===== src/rtl/vga_sync_gen.sv =====
// 640x480@60Hz VGA timing generator: pixel-rate divider, H/V counters and registered sync decode.
// Optional VGA_RGB_BLANK_EN adds rgb_in/rgb_out with blanking outside the visible window.
module vga_sync_gen #(
    parameter int CLK_DIV   = 2,
    parameter int H_VISIBLE = 640,
    parameter int H_FRONT   = 16,
    parameter int H_SYNC    = 96,
    parameter int H_BACK    = 48,
    parameter int V_VISIBLE = 480,
    parameter int V_FRONT   = 10,
    parameter int V_SYNC    = 2,
    parameter int V_BACK    = 33
) (
    input  logic       clk,
    input  logic       rst_n,
    output logic [9:0] HCount,
    output logic [9:0] VCount,
    output logic       hsync,
    output logic       vsync,
    output logic       video_on,
    output logic       pixel_tick,
`ifdef VGA_RGB_BLANK_EN
    input  logic [2:0] rgb_in,
    output logic [2:0] rgb_out,
`endif
    output logic       frame_start
);
    localparam int H_TOTAL = H_VISIBLE + H_FRONT + H_SYNC + H_BACK;
    localparam int V_TOTAL = V_VISIBLE + V_FRONT + V_SYNC + V_BACK;
    localparam int DW      = (CLK_DIV > 1) ? $clog2(CLK_DIV) : 1;

    localparam logic [DW-1:0] DIV_MAX  = DW'(CLK_DIV - 1);
    localparam logic [9:0]    H_MAX    = 10'(H_TOTAL - 1);
    localparam logic [9:0]    V_MAX    = 10'(V_TOTAL - 1);
    localparam logic [9:0]    H_VIS    = 10'(H_VISIBLE);
    localparam logic [9:0]    V_VIS    = 10'(V_VISIBLE);
    localparam logic [9:0]    HS_START = 10'(H_VISIBLE + H_FRONT);
    localparam logic [9:0]    HS_END   = 10'(H_VISIBLE + H_FRONT + H_SYNC - 1);
    localparam logic [9:0]    VS_START = 10'(V_VISIBLE + V_FRONT);
    localparam logic [9:0]    VS_END   = 10'(V_VISIBLE + V_FRONT + V_SYNC - 1);

    logic [DW-1:0] div_q, div_d;
    logic [9:0]    h_q, h_d, v_q, v_d;
    logic          tick_q, tick_d;
    logic          hs_q, hs_d, vs_q, vs_d, vo_q, vo_d, fs_q, fs_d;
    // Set while in reset so the first cycle out of reset announces a new frame.
    logic          first_q;

    always_comb begin
        div_d = (div_q == DIV_MAX) ? '0 : div_q + DW'(1);
        tick_d = (div_d == DIV_MAX);
        h_d = h_q;
        v_d = v_q;
        if (tick_q) begin
            if (h_q == H_MAX) begin
                h_d = '0;
                v_d = (v_q == V_MAX) ? '0 : v_q + 10'd1;
            end else begin
                h_d = h_q + 10'd1;
            end
        end
        // Decode the next-state counters so the flags line up with HCount/VCount.
        hs_d = !((h_d >= HS_START) && (h_d <= HS_END));
        vs_d = !((v_d >= VS_START) && (v_d <= VS_END));
        vo_d = (h_d < H_VIS) && (v_d < V_VIS);
        fs_d = (h_d == '0) && (v_d == '0) && (tick_q || first_q);
    end

    always_ff @(posedge clk) begin
        if (!rst_n) begin
            div_q   <= '0;
            tick_q  <= 1'b0;
            h_q     <= '0;
            v_q     <= '0;
            hs_q    <= 1'b1;
            vs_q    <= 1'b1;
            vo_q    <= 1'b0;
            fs_q    <= 1'b0;
            first_q <= 1'b1;
        end else begin
            div_q   <= div_d;
            tick_q  <= tick_d;
            h_q     <= h_d;
            v_q     <= v_d;
            hs_q    <= hs_d;
            vs_q    <= vs_d;
            vo_q    <= vo_d;
            fs_q    <= fs_d;
            first_q <= 1'b0;
        end
    end

    assign HCount      = h_q;
    assign VCount      = v_q;
    assign hsync       = hs_q;
    assign vsync       = vs_q;
    assign video_on    = vo_q;
    assign pixel_tick  = tick_q;
    assign frame_start = fs_q;

`ifdef VGA_RGB_BLANK_EN
    assign rgb_out = vo_q ? rgb_in : 3'b000;
`endif
endmodule


===== config.mk =====
export PLATFORM = sky130hd
export DESIGN_NAME = vga_sync_gen
export DESIGN_NICKNAME = d
export VERILOG_FILES = /design/src/rtl/vga_sync_gen.sv
export SDC_FILE = /design/constraint.sdc
export NUM_CORES = 1
export LEC_CHECK = 0
export CORE_MARGIN = 1
export CORE_UTILIZATION = 55
export CTS_BUF_LIST = sky130_fd_sc_hd__clkbuf_4 sky130_fd_sc_hd__clkbuf_8
export DETAILED_ROUTE_END_ITERATION = 10
export PLACE_DENSITY = 0.82
export SYNTH_ARGS = -nofsm -noshare
export SYNTH_HDL_FRONTEND = slang
export SYNTH_SLANG_ARGS = --single-unit

===== constraint.sdc =====
create_clock -name clk -period 4.4 [get_ports clk]
set_input_delay 0.66 -clock clk [delete_from_list [all_inputs] [get_ports clk]]
set_output_delay 0.66 -clock clk [all_outputs]
set_load 0.02 [all_outputs]

==> run summary <==
Die X -> 57.54 um
Die ar. -> 3311 sq um
Row cnt -> 19
Antenna cells -> 0
Synth Instances -> 219
Sequential fraction of the synthesis area -> 0.3068
Power after layout -> 0.4378 mW
Crit path capture type -> flop
Final Wtd Congestion -> 0.8806
Largest net degree at the start of global routing -> 17
Final ANT Viol Nets -> 0
Hold crit path type -> flop to flop
PortBufs -> 26
Crit path required time -> 4.65 ns
Initial antenna violation count -> 0
Synth warnings -> 0
Tcrit/Tclk final -> 0.5898
Max VDD drop -> 122.9 uV
Setup Buffers After CTS -> 0
Final Max Tran Viols -> 0
Fin crit period -> 2.595 ns
DRT Wirelength -> 3.869 mm
Mapped Area -> 1697 sq um
Post_cts resized -> 0
Vias per cell -> 6.137
Vias -> 1608
Max-slew headroom -> 0.6237
Worst clock skew -> 0.008583 ns
MaxCap Viol Count -> 0
Die height -> 57.54 um
Placed instance area -> 1889 sq um
Leakage -> 0.6586 nW
Core ar. -> 2829 sq um
Synth async-reset ratio -> 0
TritonCTS buffer count -> 3
Final core occ -> 0.6864
Slowest stage delay, CP -> 0.49 ns
CP cell instances -> ha_1 -> and4_1 -> nand4_1 -> nor2_1 -> a31oi_1 -> or3_1 -> nor4_2
Worst-path clk slew -> 0.15 ns
Status -> complete, but fails checks
Final nets -> 237
Worst-margin pin slew -> 0.5628 ns
RSZ-0062 raised after global routing -> false
Wire per inst -> 14.77 um
Max FO, Critical Path -> 13
Drc violations -> 2
I/O pin count -> 27
Finished layout cell area -> 1942 sq um
Synth Flop Type -> dfxtp_1
Fillers -> 243
CP Class -> flop to flop
Failing checks -> design-rule violations
Max stage delay cell, worst path -> dfxtp_1
First-pass GRT wire length -> 6.472 mm
Final hold viol count -> 0
Global route overflow -> 0
Drt pass-1 iters -> 8
WP data arrival -> 2.85 ns
Vias in the first global route -> 1438
Hold buffer count at CTS -> 0
Worst-Skew Late Latency -> 0.32 ns
Effective utilization at floorplan -> 0.5997
Worst setup SP type -> flop
Root Driver -> clkbuf_4
Clock net sink count -> 26
Power Dens Cells -> 225.5 nW/um^2
DR iter-0 viols -> 107
Sum Neg Setup Slack -> 0 ns
Buf/Inv on CP -> 0
Final setup viols -> 0
Layout cells sized above 1 -> 0.06061
Syn_area_per_cell -> 7.747 sq um
Clk buf depth -> 2
Yosys cell types -> 47
CTS tree -> done
Synth-to-layout area growth -> 14.45%
#FFs+latches synth -> 26
Post-DP HPWL -> 2.832 mm
EDFF count, synth -> 0
H-tree depth -> 1
Overall global routing resource usage -> 0.2481
Syn Nets -> 224
CP top delay family -> simple AND/OR/NAND/NOR gates
Fmax -> 385.3 MHz
-- kinds of logic (layout without fill, tap and decap cells) --
kind of cell               count (synthesis)  in the layout  synth area share
DFF                                       26             26            0.3068
muxes                                      2              2           0.01180
adders and majority gates                  3              3           0.02213
and+or+nand+nor                          108            108            0.3481
buffers and inverters                     25             37           0.07817
AOI/OAI and AO/OA                         36             36            0.1350
xor gates and xnor gates                  19             19           0.09808
-- synth_stat cells, types with 3 or more instances --
master | instances | area share
nand2_1 | 19 | 0.042
buf_4 | 5 | 0.022
xnor2_1 | 12 | 0.062
and3_1 | 3 | 0.011
xor2_1 | 7 | 0.036
clkbuf_1 | 6 | 0.013
a211oi_1 | 3 | 0.013
o21ai_0 | 6 | 0.018
and2_1 | 3 | 0.011
a21oi_1 | 12 | 0.035
ha_1 | 3 | 0.022
nor3_1 | 6 | 0.018
or3_1 | 6 | 0.022
inv_1 | 7 | 0.015
buf_2 | 4 | 0.012
nor2_1 | 32 | 0.071
nand3_1 | 11 | 0.032
nor3b_1 | 3 | 0.013
dfxtp_1 | 26 | 0.31
nand4_1 | 11 | 0.041
o21ai_1 | 3 | 0.0088
-- flip-flops by register name (all words and copies together) (netlist names) --
name	flops
VCount	10
first_q	1
frame_start	1
HCount	10
pixel_tick	1
hsync	1
vsync	1
video_on	1
-- through the flow --
stage / instances / setup WS (ns) / hold slack, ns
after floorplan: 219 / 2.271 / 0.5909
after global placement: 258 / 2.072 / 0.5421
after detailed placement: 258 / 1.912 / 0.5686
after CTS: 262 / 1.886 / 0.5910
after global routing: 262 / 1.667 / 0.6240
final: 262 / 1.805 / 0.5897
-- worst paths after layout --
kind	startpoint	end	slack, ns	cells past startpoint
worst min-delay path	HCount[0]	HCount[0]	0.59	2
worst min register to register	HCount[0]	HCount[0]	0.59	2
worst max register to register	HCount[1]	frame_start	1.80	7
worst max-delay path	HCount[1]	frame_start	1.80	7
-- placed cells by master, fill, tap and decap left out, drive strengths merged, types with 2 or more instances in the layout --
cell type	n
nor2	32
dfxtp	26
clkdlybuf4s50	26
nand2	20
a21oi	13
xnor2	12
nand4	11
nand3	11
o21ai	9
inv	7
xor2	7
nor3	7
or3	6
nor3b	3
and2	3
and3	3
a211oi	3
ha	3
clkbuf	3
or2	3
nor4b	2
mux2i	2
a31oi	2
or4b	2
nor4	2
-- tightest hold or removal path, cell delays in order (launching register included) --
cell and delay (ns):
dfxtp_1 0.41, nand2_1 0.09, a21oi_1 0.06
-- routing by layer --
layer | up-vias | track usage | routed length (um)
li1 | 794 | - | -
met1 | 736 | 0.3530 | 1839
met2 | 72 | 0.3887 | 1709
met3 | 6 | 0.03855 | 279
met4 | 0 | 0.06969 | 40
met5 | - | 0 | 0
-- cell type report --
| class | count | area, sq um | area share |
|---|---|---|---|
| Multi-Input combinational cell | 168 | 1044 | 0.5374 |
| Inverter | 7 | 26.28 | 0.01353 |
| Sequential cell | 26 | 520.5 | 0.2680 |
| Tap cell | 31 | 38.79 | 0.01997 |
| Timing Repair Buffer | 26 | 260.3 | 0.1340 |
| Clock inverter | 1 | 30.03 | 0.01546 |
| Clock buffer | 3 | 22.52 | 0.01160 |
-- report_power, final --
part	switching [mW]	leakage, nW	internal (mW)
sequential	0.00566	0.211	0.239
combinational	0.0162	0.420	0.0119
clock	0.0728	0.0279	0.0921
Note: power is estimated with default switching activity, not from simulation.
